<file path="src/rtl/yuv420_to_rgb565.sv">
// Line-buffer consumer: pops raster-order Y/Cb/Cr samples and converts JFIF full-range YCbCr
// into a valid/ready RGB565 stream, tagging each pixel with start-of-frame and end-of-line.
module yuv420_to_rgb565 #(
  parameter int COLOR_PRECISION = 8,
  parameter int RD_LATENCY      = 1,
  parameter int OFIFO_DEPTH     = 4,
  parameter int HRES_W          = 9,
  parameter int VRES_W          = 9
) (
  input  logic                       r_sysclk,
  input  logic                       r_arst,
  input  logic [HRES_W-1:0]          i_hres,
  input  logic [VRES_W-1:0]          i_vres,
  input  logic                       i_nempty,
  output logic                       o_re,
  input  logic [COLOR_PRECISION-1:0] i_Y_rd,
  input  logic [COLOR_PRECISION-1:0] i_U_rd,
  input  logic [COLOR_PRECISION-1:0] i_V_rd,
  output logic [15:0]                o_rgb,
  output logic                       o_valid,
  input  logic                       i_ready,
  output logic                       o_sof,
  output logic                       o_eol
);

  localparam int CP = COLOR_PRECISION;
  localparam int PW = CP + 11;
  localparam int SW = CP + 3;
  localparam int AW = (OFIFO_DEPTH > 1) ? $clog2(OFIFO_DEPTH) : 1;
  localparam int CW = AW + 1;

  localparam logic signed [PW-1:0] K_RV  = PW'(359);
  localparam logic signed [PW-1:0] K_GU  = PW'(88);
  localparam logic signed [PW-1:0] K_GV  = PW'(183);
  localparam logic signed [PW-1:0] K_BU  = PW'(454);
  localparam logic signed [PW-1:0] K_RND = PW'(128);
  localparam logic signed [SW-1:0] K_MAX = SW'((1 << CP) - 1);

  logic [CW-1:0] r_inflight;
  logic [CW-1:0] r_count;
  logic [AW-1:0] r_wptr;
  logic [AW-1:0] r_rptr;
  logic [CW:0]   w_used;
  logic          w_push;
  logic          w_pop;

  // Credits cover both in-flight reads and FIFO occupancy, so a stalled sink never overflows the FIFO.
  assign w_used = {1'b0, r_inflight} + {1'b0, r_count};
  assign o_re   = ~r_arst & i_nempty & (w_used < (CW+1)'(OFIFO_DEPTH));

  logic [RD_LATENCY-1:0] r_rdv;

  always_ff @(posedge r_sysclk or posedge r_arst) begin
    if (r_arst) begin
      r_rdv <= '0;
    end else begin
      r_rdv[0] <= o_re;
      for (int i = 1; i < RD_LATENCY; i++) r_rdv[i] <= r_rdv[i-1];
    end
  end

  logic                 r_s1v;
  logic [CP-1:0]        r_y1;
  logic signed [CP:0]   r_u1;
  logic signed [CP:0]   r_v1;
  logic                 r_s2v;
  logic [CP-1:0]        r_y2;
  logic signed [PW-1:0] r_pr;
  logic signed [PW-1:0] r_pg;
  logic signed [PW-1:0] r_pb;
  logic                 r_s3v;
  logic [15:0]          r_rgb;

  logic signed [PW-1:0] w_u1x;
  logic signed [PW-1:0] w_v1x;
  logic signed [SW-1:0] w_y2x;
  logic signed [SW-1:0] w_r;
  logic signed [SW-1:0] w_g;
  logic signed [SW-1:0] w_b;
  logic [CP-1:0]        w_rc;
  logic [CP-1:0]        w_gc;
  logic [CP-1:0]        w_bc;

  function automatic logic [CP-1:0] clampPix(input logic signed [SW-1:0] a);
    if (a < 0)          return '0;
    else if (a > K_MAX) return '1;
    else                return a[CP-1:0];
  endfunction

  assign w_u1x = PW'(r_u1);
  assign w_v1x = PW'(r_v1);
  assign w_y2x = $signed({3'b000, r_y2});
  // Arithmetic shift floors toward minus infinity, which together with +128 gives round-half-up.
  assign w_r   = w_y2x + SW'((r_pr + K_RND) >>> 8);
  assign w_g   = w_y2x - SW'((r_pg + K_RND) >>> 8);
  assign w_b   = w_y2x + SW'((r_pb + K_RND) >>> 8);
  assign w_rc  = clampPix(w_r);
  assign w_gc  = clampPix(w_g);
  assign w_bc  = clampPix(w_b);

  always_ff @(posedge r_sysclk or posedge r_arst) begin
    if (r_arst) begin
      r_s1v <= 1'b0;
      r_y1  <= '0;
      r_u1  <= '0;
      r_v1  <= '0;
      r_s2v <= 1'b0;
      r_y2  <= '0;
      r_pr  <= '0;
      r_pg  <= '0;
      r_pb  <= '0;
      r_s3v <= 1'b0;
      r_rgb <= '0;
    end else begin
      // Inverting the MSB and sign-extending subtracts the mid-scale offset without an adder.
      r_s1v <= r_rdv[RD_LATENCY-1];
      r_y1  <= i_Y_rd;
      r_u1  <= {~i_U_rd[CP-1], ~i_U_rd[CP-1], i_U_rd[CP-2:0]};
      r_v1  <= {~i_V_rd[CP-1], ~i_V_rd[CP-1], i_V_rd[CP-2:0]};
      r_s2v <= r_s1v;
      r_y2  <= r_y1;
      r_pr  <= K_RV * w_v1x;
      r_pg  <= K_GU * w_u1x + K_GV * w_v1x;
      r_pb  <= K_BU * w_u1x;
      r_s3v <= r_s2v;
      r_rgb <= {5'(w_rc >> (CP-5)), 6'(w_gc >> (CP-6)), 5'(w_bc >> (CP-5))};
    end
  end

  logic [HRES_W-1:0] r_x;
  logic [VRES_W-1:0] r_y;
  logic              w_eol;
  logic              w_sof;

  assign w_eol = (r_x == i_hres);
  assign w_sof = (r_x == '0) && (r_y == '0);

  always_ff @(posedge r_sysclk or posedge r_arst) begin
    if (r_arst) begin
      r_x <= '0;
      r_y <= '0;
    end else if (r_s3v) begin
      if (w_eol) begin
        r_x <= '0;
        r_y <= (r_y == i_vres) ? '0 : r_y + 1'b1;
      end else begin
        r_x <= r_x + 1'b1;
      end
    end
  end

  logic [17:0] r_mem [OFIFO_DEPTH];
  logic [17:0] w_head;

  assign w_push = r_s3v;
  assign w_pop  = o_valid & i_ready;

  always_ff @(posedge r_sysclk) begin
    if (w_push) r_mem[r_wptr] <= {w_sof, w_eol, r_rgb};
  end

  always_ff @(posedge r_sysclk or posedge r_arst) begin
    if (r_arst) begin
      r_wptr     <= '0;
      r_rptr     <= '0;
      r_count    <= '0;
      r_inflight <= '0;
    end else begin
      if (w_push) r_wptr <= r_wptr + 1'b1;
      if (w_pop)  r_rptr <= r_rptr + 1'b1;
      case ({w_push, w_pop})
        2'b10:   r_count <= r_count + 1'b1;
        2'b01:   r_count <= r_count - 1'b1;
        default: r_count <= r_count;
      endcase
      case ({o_re, r_s3v})
        2'b10:   r_inflight <= r_inflight + 1'b1;
        2'b01:   r_inflight <= r_inflight - 1'b1;
        default: r_inflight <= r_inflight;
      endcase
    end
  end

  assign o_valid = (r_count != '0);
  assign w_head  = r_mem[r_rptr];
  assign o_rgb   = o_valid ? w_head[15:0] : 16'h0000;
  assign o_eol   = o_valid & w_head[16];
  assign o_sof   = o_valid & w_head[17];

endmodule

</file>
<file path="config.mk">
export PLATFORM = sky130hd
export DESIGN_NAME = yuv420_to_rgb565
export DESIGN_NICKNAME = d
export VERILOG_FILES = /design/src/rtl/yuv420_to_rgb565.sv
export SDC_FILE = /design/constraint.sdc
export NUM_CORES = 1
export LEC_CHECK = 0
export BUFFER_PORTS_ARGS = -buffer_cell sky130_fd_sc_hd__buf_2
export CAP_MARGIN = 0
export CORE_AREA = 4 4 167 153
export CTS_CLUSTER_SIZE = 30
export DETAILED_ROUTE_END_ITERATION = 8
export DIE_AREA = 0 0 171 157
export GPL_TIMING_DRIVEN = 0
export MAX_ROUTING_LAYER = met4
export PLACE_DENSITY_LB_ADDON = 0.1
export SYNTH_ARGS = -nofsm -noshare
export SYNTH_HDL_FRONTEND = slang
export SYNTH_SLANG_ARGS = --single-unit
</file>
<file path="constraint.sdc">
create_clock -name r_sysclk -period 6.6 [get_ports r_sysclk]
set_clock_uncertainty 0.15 [all_clocks]
set_input_delay 1.32 -clock r_sysclk [delete_from_list [all_inputs] [get_ports r_sysclk]]
set_output_delay 1.32 -clock r_sysclk [all_outputs]
set_load 0.02 [all_outputs]
</file>
==> results of run 1 <==
-- per-layer routing --
metal  wire (um)  GRT usage
met2       10800      0.304
met3         613     0.0319
met1       10600      0.242
met4         214     0.0404
met5           0          -
-- stage by stage --
step | cells | setup WS, ns | power, W | area [um^2]
final | 1534 | 0.625 | 0.00609 | 14200
after global routing | 1534 | 0.374 | 0.00670 | 14200
after CTS | 1534 | 0.562 | 0.00618 | 14200
after detailed placement | 1502 | 0.578 | 0.00510 | 13600
after global placement | 1501 | -0.520 | 0.00503 | 13600
after floorplan | 1128 | 0.766 | 0.00441 | 12900
-- worst reg2reg max path, delay by kind of cell, from the launching register on --
family,cells,cell delay (ns)
compound gates,5,1.03
xor+xnor,1,0.16
fa+ha+maj,9,3.74
buf+inv,2,0.11
flops,1,0.50
simple gates,1,0.19
-- worst max path at each step --
| stage | endpoint | slack [ns] | startpoint |
|---|---|---|---|
| 6_report | r_pg[17] | 0.62 | r_u1[0] |
| 5_1_grt | r_pg[16] | 0.37 | r_u1[0] |
| 4_1_cts | r_pg[16] | 0.56 | r_u1[0] |
| 3_5_place_dp | r_pg[16] | 0.58 | r_u1[0] |
| 3_3_place_gp | o_re | -0.52 | r_arst |
| 2_1_floorplan | o_re | 0.77 | r_arst |
-- state kept, by name (all words and copies together), names as in the netlist, 2 cells and up --
name / cells
r_x: 9
r_v1: 8
r_pb: 11
r_pr: 11
r_u1: 8
r_y: 9
r_wptr: 2
r_y2: 8
r_mem: 72
r_inflight: 3
r_pg: 11
r_y1: 8
r_rptr: 2
r_count: 3
r_rgb: 16
-- logic make-up (layout without fill, tap and decap cells) --
family	Yosys count	in the layout	synth area share
AOI/OAI and AO/OA	158	158	0.0802
xor gates and xnor gates	110	110	0.0748
adders and majority gates	247	247	0.276
buffers and inverters	168	266	0.0491
DFF	185	185	0.388
muxes	21	21	0.0339
and+or+nand+nor	239	239	0.0984
-- final cells by class --
class / instances / share of cell area
tap: 308 / 0.0270
clock inverter: 15 / 0.0144
buffer: 12 / 0.00325
sequential: 185 / 0.350
inverter: 156 / 0.0415
timing repair buffer: 66 / 0.0248
clock buffer: 17 / 0.0299
multi-input combinational: 775 / 0.509
-- power breakdown --
| group | total (W) | leakage [nW] | switching (W) | internal [W] |
|---|---|---|---|---|
| clock | 0.00105 | 0.300 | 0.000522 | 0.000526 |
| combinational | 0.00329 | 4.24 | 0.00180 | 0.00149 |
| sequential | 0.00175 | 1.97 | 0.000214 | 0.00154 |
-- placed cells by master, fill, tap and decap left out, types with 3 or more instances in the layout --
cell	instances
nor4_1	8
o31ai_1	4
o21bai_1	3
xnor2_1	69
or3_1	4
fa_1	62
clkbuf_1	11
xor2_1	41
mux4_2	18
ha_1	184
nand3_1	24
nor2b_1	11
clkbuf_16	17
dfrtp_1	113
or2_2	3
a211oi_1	3
nor2_1	54
inv_1	155
nand4_1	13
and3_1	8
o21a_1	12
inv_6	3
a22oi_1	6
a21o_1	11
a31oi_1	3
inv_8	3
o31a_1	3
o2bb2ai_1	3
nand2b_1	22
and2_1	29
clkinv_8	6
edfxtp_1	72
inv_12	3
o21ai_0	40
nand2_1	37
nor3_1	16
a21oi_1	50
buf_2	66
==> flow_summary.toml, run 1 <==
[worst_setup_path]
cpMostUsedCell = "fa_1"
slowest_stage = "fa_1"
worstPathArrival_ns = 6.17
r2r_setup_slack_ns = 0.62
crit_buf_inv = 2
cp_cell_sequence = "ha_1 > ha_1 > fa_1 > ha_1 > fa_1 > inv_1 > fa_1 > fa_1 > fa_1 > inv_1 > ha_1 > a21oi_1 > and2b_1 > a31o_4 > a41oi_4 > a31oi_4 > o41ai_2 > xnor2_1"
cp.required_ns = 6.80
critPathMaxStageDelay_ns = 0.53
setup.worst_path.start_class = "flop"
cp.depth = 18
ff2ff_path_depth = 18
crit_path_end_kind = "flop"
path_delay_family = "adder cells"
cp_max_fo = 7
worstSetupPathType = "reg -> reg"
rr_endpoint = "r_pg[17]"
r2r-start = "r_u1[0]"

[cells_and_area]
fin_util = 0.596
drive_above_1_share = 0.108
nets = 1505
num_antenna_cells = 0
syn_to_final_growth_pct = 10.7
regArea_um2 = 4990
multi_input_area_um2 = 7250
fillCellCount = 2014

[floorplanning]
dieArea_um2 = 26800
io_pins = 66
die-width_um = 171
start_util = 0.538
rows = 54
fp.dieH_um = 157
core_area_um2 = 23900

[synthesis]
async_flop_share = 0.611
avgSynthCellArea_um2 = 11.4
synth.distinct_cells = 61
synth_edf_count = 72
syn_area_um2 = 12900
yosysWarnings = 0
synth-seq-cells = 185
ys_top_cells_by_area = "dfrtp_1 (22%), ha_1 (18%), edfxtp_1 (17%), fa_1 (9.6%), xnor2_1 (4.7%)"
synth_fp_nets = 1420
yosys.area.top_type = "dfrtp_1"
synth_top_area_frac = 0.220
synth_most_common_cell = "ha_1"
synthFlopType = "dfrtp_1"
synthCells = 1128
ys_seq_area_frac = 0.388
netlist_top_cells_count = "ha_1 (184), inv_1 (156), dfrtp_1 (113), edfxtp_1 (72), xnor2_1 (69)"

[clock_tree]
cts_buffers = 17
numClockSinks = 185
cts_resized = 0
cts_tree = "built"
clk_pin_slew_ns = 0.08
insertion_delay_ns = 0.44
ctsLongestPathBuffers = 2
h-tree-depth = 4
root_buffer = "clkbuf_16"
cts_hold_buffers = 0
cts_setup_buffers = 0

[timing]
grt_setup_unrepaired = "no"
fin_crit_sh = 0.905
hold_ws_ns = 0.202
slew_violations = 0
final-setup-viol-count = 0
relSlewSlack = 0.168
timing.final.crit_period_ns = 5.98
fmax_ghz = 0.167
finalSetupTns_ns = 0
hold_viol_final = 0
tightest_slew_ns = 1.24

[detailed_routing]
drt_iter0_markers = 306
first_pass_iters = 4
ant_nets = 0
wl_um = 22300
vias = 7835
post_drt_wl_per_cell_um = 14.5
viasPerCell = 5.11
remaining_drc_errors = 0

[power_and_ir_drop]
power.density_nw_per_um2 = 428
irDropWorstVdd_mv = 0.261
cellLeakagePower_nw = 6.52

[hold_path]
min_to = "r_y2[7]"
min_from = "r_y1[7]"
hold_depth = 0
hold_path_class = "reg -> reg"

[global_routing]
track_usage = 0.184
grt_pass1_vias = 7901
grt_max_degree = 98
grt_pass1_wl_um = 38500
grt_overflow = 0
grt_antenna_before_repair = 0

[placement]
gp_congestion = 0.848
io_buffer_count = 65
dp_hpwl_um = 17700

[run]
drv_cap = 0

[run_status]
status = "finished, final reports clean"
No activity file was read; power rests on OpenSTA's default activity.
==> run 2: changes to the inputs <==
CORE_AREA = 2 2 165 151   (was 4 4 167 153)
DIE_AREA = 0 0 167 153   (was 0 0 171 157)
MAX_ROUTING_LAYER = default   (was met4)
==> flow_summary.toml, run 2 (synthesis results as in run 1) <==
[cells_and_area]
fin_util = 0.596
largest_reg_flops = 72
num_antenna_cells = 0
drive_above_1_share = 0.108
nets = 1505
top_register = "r_mem"
largestRegisters = "r_mem: 72 flops, r_rgb: 16 flops"
final_cell_mix = "ha_1 (184), inv_1 (155), dfrtp_1 (113), edfxtp_1 (72), xnor2_1 (69)"
syn_to_final_growth_pct = 10.5
fin_area_um2 = 14200
final_common_cell = "ha_1"

[worst_setup_path]
crit_path_end_kind = "flop"
rr_endpoint = "r_pg[17]"
endpoint = "r_pg[17]"
startpoint = "r_u1[0]"
ff2ff_path_depth = 18
cp_max_fo = 7
worstPathArrival_ns = 6.23
setup.worst_path.start_class = "flop"
r2r_setup_slack_ns = 0.56
worstSetupPathType = "reg -> reg"
r2r-start = "r_u1[0]"
cp.required_ns = 6.80

[global_routing]
grt_overflow = 0
grt_max_degree = 82
grt_antenna_before_repair = 0
track_usage = 0.193
grt_pass1_wl_um = 39600
grt_pass1_vias = 8053

[placement]
dp_hpwl_um = 17800
io_buffer_count = 65
dpl_cell_area_um2 = 13600
pre_cts_slack_ns = 0.564
gp_congestion = 0.835

[timing]
hold_viol_final = 0
final-setup-viol-count = 0
relSlewSlack = 0.190
fin_crit_sh = 0.914
slew_violations = 0
finalSetupTns_ns = 0
timing.final.crit_period_ns = 6.04
setup_ws_ns = 0.564
fmax_ghz = 0.166
grt_setup_unrepaired = "no"
tightest_slew_ns = 1.20

[floorplanning]
dieArea_um2 = 25600
start_util = 0.540
rows = 54
io_pins = 66
die-width_um = 167
fp.dieH_um = 153
core_area_um2 = 23900

[power_and_ir_drop]
power.total_w = 0.00611
irDropWorstVdd_mv = 0.283
cellLeakagePower_nw = 6.50
power.density_nw_per_um2 = 429

[clock_tree]
numClockSinks = 185
ctsLongestPathBuffers = 2
cts_setup_buffers = 0
root_buffer = "clkbuf_16"
cts_hold_buffers = 0
cts_tree = "built"
h-tree-depth = 4
insertion_delay_ns = 0.43
clk_pin_slew_ns = 0.07
cts_buffers = 17
cts_resized = 0

[detailed_routing]
viasPerCell = 5.16
remaining_drc_errors = 0
post_drt_wl_per_cell_um = 15.0
wl_um = 23100
first_pass_iters = 4
drt_iter0_markers = 350
vias = 7922
ant_nets = 0

[hold_path]
hold_path_class = "reg -> reg"

[run]
drv_cap = 0

[run_status]
status = "finished, final reports clean"
[run 2: changes by cell type in the layout (fill, tap and decap cells not counted)]
cell	previous run	this run
inv_6	3	4
clkinvlp_4	1	2
inv_8	3	1
inv_4	0	1
clkinv_4	0	1
inv_12	3	1
[run 2: critical path, stage by stage, from the launching register on]
cell and delay, ns:
dfrtp_1 0.50, ha_1 0.35, ha_1 0.32, fa_1 0.49, ha_1 0.30, fa_1 0.52, inv_1 0.05, fa_1 0.46
fa_1 0.46, fa_1 0.52, inv_1 0.05, ha_1 0.35, a21oi_1 0.14, and2b_1 0.19, a31o_4 0.23, a41oi_4 0.27
a31oi_4 0.15, o41ai_2 0.29, xnor2_1 0.16
[run 2: how the worst min path moves through the flow]
stage	depth (start not counted)	slack (ns)	start	end
after CTS	0	0.20	r_y1[6]	r_y2[6]
after detailed placement	0	0.19	r_y1[6]	r_y2[6]
after floorplan	0	0.18	r_rdv	r_s1v
final	0	0.20	r_y1[4]	r_y2[4]
after global routing	0	0.21	r_y1[6]	r_y2[6]
after global placement	0	0.18	r_y1[3]	r_y2[3]
[run 2: where the power goes]
group	leakage [nW]	switching, W	total [W]	internal (W)
registers	1.97	0.000220	0.00176	0.00154
clock network	0.287	0.000511	0.00102	0.000513
logic	4.24	0.00182	0.00332	0.00150
[run 2: stage by stage]
stage / std cells / hold slack, ns
2_1_floorplan: 1128 / 0.181
3_3_place_gp: 1501 / 0.183
3_5_place_dp: 1502 / 0.186
4_1_cts: 1534 / 0.203
5_1_grt: 1534 / 0.211
6_report: 1534 / 0.200
[run 2: layer usage]
layer	routed length (um)	up-vias	global-route usage
met3	669	6	0.0313
met1	10700	3780	0.254
met2	11700	101	0.341
met4	79	0	0.0345
met5	0	-	0
li1	-	4035	-
[run 2: final cells by class]
class	count	area, um^2
repair buffers	66	353
multi-input cells	775	7250
clock buffers	17	425
fillers	2005	9630
clock inverters	15	181
plain buffers	12	46.3
inverters	156	591
well taps	308	385
flip-flops and latches	185	4990
==> run 3: changes to the inputs <==
CORE_AREA = 2 2 175 142   (was 2 2 165 151)
DIE_AREA = 0 0 177 144   (was 0 0 167 153)
==> flow_summary.toml, run 3 (synthesis results as in run 1) <==
[cells_and_area]
fin_area_um2 = 14200
syn_to_final_growth_pct = 10.0
largestRegisters = "r_mem: 72 flops, r_rgb: 16 flops"
largest_reg_flops = 72
fillCellCount = 2047
final_cell_mix = "ha_1 (184), inv_1 (155), dfrtp_1 (113), edfxtp_1 (72), xnor2_1 (69)"
drive_above_1_share = 0.104
num_antenna_cells = 0
top_register = "r_mem"
nets = 1505
final_common_cell = "ha_1"

[timing]
tightest_slew_ns = 1.36
fin_crit_sh = 0.906
grt_setup_unrepaired = "no"
final-setup-viol-count = 0
timing.final.crit_period_ns = 5.98
fmax_ghz = 0.167
hold_ws_ns = 0.200
hold_viol_final = 0
slew_violations = 0
relSlewSlack = 0.0834

[floorplanning]
start_util = 0.538
io_pins = 66
fp.dieH_um = 144
die-width_um = 177
rows = 51
core_area_um2 = 23900
dieArea_um2 = 25500

[worst_setup_path]
r2r-start = "r_u1[0]"
crit_path_end_kind = "flop"
worstSetupPathType = "reg -> reg"
ff2ff_path_depth = 18
r2r_setup_slack_ns = 0.62
setup.worst_path.start_class = "flop"
worstPathArrival_ns = 6.17
cp_max_fo = 7
cp.required_ns = 6.79
rr_endpoint = "r_pg[17]"

[hold_path]
min_from = "r_y1[3]"
hold_depth = 0
hold_path_class = "reg -> reg"
min_to = "r_y2[3]"

[global_routing]
grt_antenna_before_repair = 0
track_usage = 0.193
grt_pass1_wl_um = 38600
grt_overflow = 0
grt_pass1_vias = 7833
grt_max_degree = 98

[placement]
dpl_cell_area_um2 = 13600
gp_congestion = 0.847
dp_hpwl_um = 17500
io_buffer_count = 65

[detailed_routing]
first_pass_iters = 5
ant_nets = 0
wl_um = 22700
remaining_drc_errors = 0
viasPerCell = 5.12
post_drt_wl_per_cell_um = 14.7
vias = 7908
drt_iter0_markers = 319

[power_and_ir_drop]
irDropWorstVdd_mv = 0.292
power.density_nw_per_um2 = 425
cellLeakagePower_nw = 6.48

[clock_tree]
numClockSinks = 185
clk_pin_slew_ns = 0.07
ctsLongestPathBuffers = 2
root_buffer = "clkbuf_16"
cts_resized = 0
cts_hold_buffers = 0
cts_buffers = 17
insertion_delay_ns = 0.43
cts_setup_buffers = 0
h-tree-depth = 4
cts_tree = "built"

[run]
drv_cap = 0

[run_status]
status = "finished, final reports clean"
## run 3: cell count changes in the layout (fill, tap and decap cells not counted), sizes merged
cell	delta
clkbuf	+6
clkinv	-3
inv	-2
clkinvlp	-1
## run 3: final cells by class
type | count | area, um^2 | share of cell area
Inverter | 156 | 591 | 0.0417
Sequential cell | 185 | 4990 | 0.352
Tap cell | 318 | 398 | 0.0281
Buffer | 12 | 46.3 | 0.00327
Clock buffer | 23 | 468 | 0.0330
Timing Repair Buffer | 66 | 353 | 0.0249
Clock inverter | 9 | 66.3 | 0.00468
Multi-Input combinational cell | 775 | 7250 | 0.512
## run 3: metrics by stage
step	setup slack, ns	power [W]	std cells	util	setup TNS [ns]
global placement	-0.592	0.00505	1511	0.568	-0.592
detailed placement	0.611	0.00512	1512	0.570	0
finish	0.622	0.00602	1544	0.592	0
global route	0.302	0.00663	1544	0.592	0
CTS	0.566	0.00610	1544	0.592	0
floorplan	0.766	0.00441	1128	-	0
## run 3: worst max path at each step
| stage | slack [ns] | cells past startpoint | from | end |
|---|---|---|---|---|
| CTS | 0.57 | 18 | r_u1[0] | r_pg[17] |
| global placement | -0.59 | 6 | r_arst | o_re |
| floorplan | 0.77 | 4 | r_arst | o_re |
| detailed placement | 0.61 | 18 | r_u1[0] | r_pg[17] |
| finish | 0.62 | 18 | r_u1[0] | r_pg[17] |
| global route | 0.30 | 17 | r_u1[0] | r_pg[16] |
## run 3: report_power, final
| part | total [W] | internal (W) | switching [W] |
|---|---|---|---|
| Sequential | 0.00176 | 0.00154 | 0.000221 |
| Combinational | 0.00332 | 0.00149 | 0.00183 |
| Clock | 0.000943 | 0.000506 | 0.000437 |
## run 3: per-layer routing
layer  vias to the layer above  global-route usage  part of all wire
met5                         -                   0                 0
met4                         0              0.0570             0.016
met3                        24              0.0310             0.025
met2                        98               0.318              0.47
met1                      3750               0.266              0.49
li1                       4036                   -                 -
## run 3: critical path, cell delays in order (launching register included)
cell and delay [ns]:
dfrtp_1 0.50, ha_1 0.35, ha_1 0.32, fa_1 0.49, ha_1 0.30, fa_1 0.50
inv_1 0.05, fa_1 0.47, fa_1 0.46, fa_1 0.52, inv_1 0.04, ha_1 0.34
a21oi_1 0.13, and2b_1 0.19, a31o_4 0.23, a41oi_4 0.27, a31oi_4 0.15, o41ai_2 0.26
xnor2_1 0.17
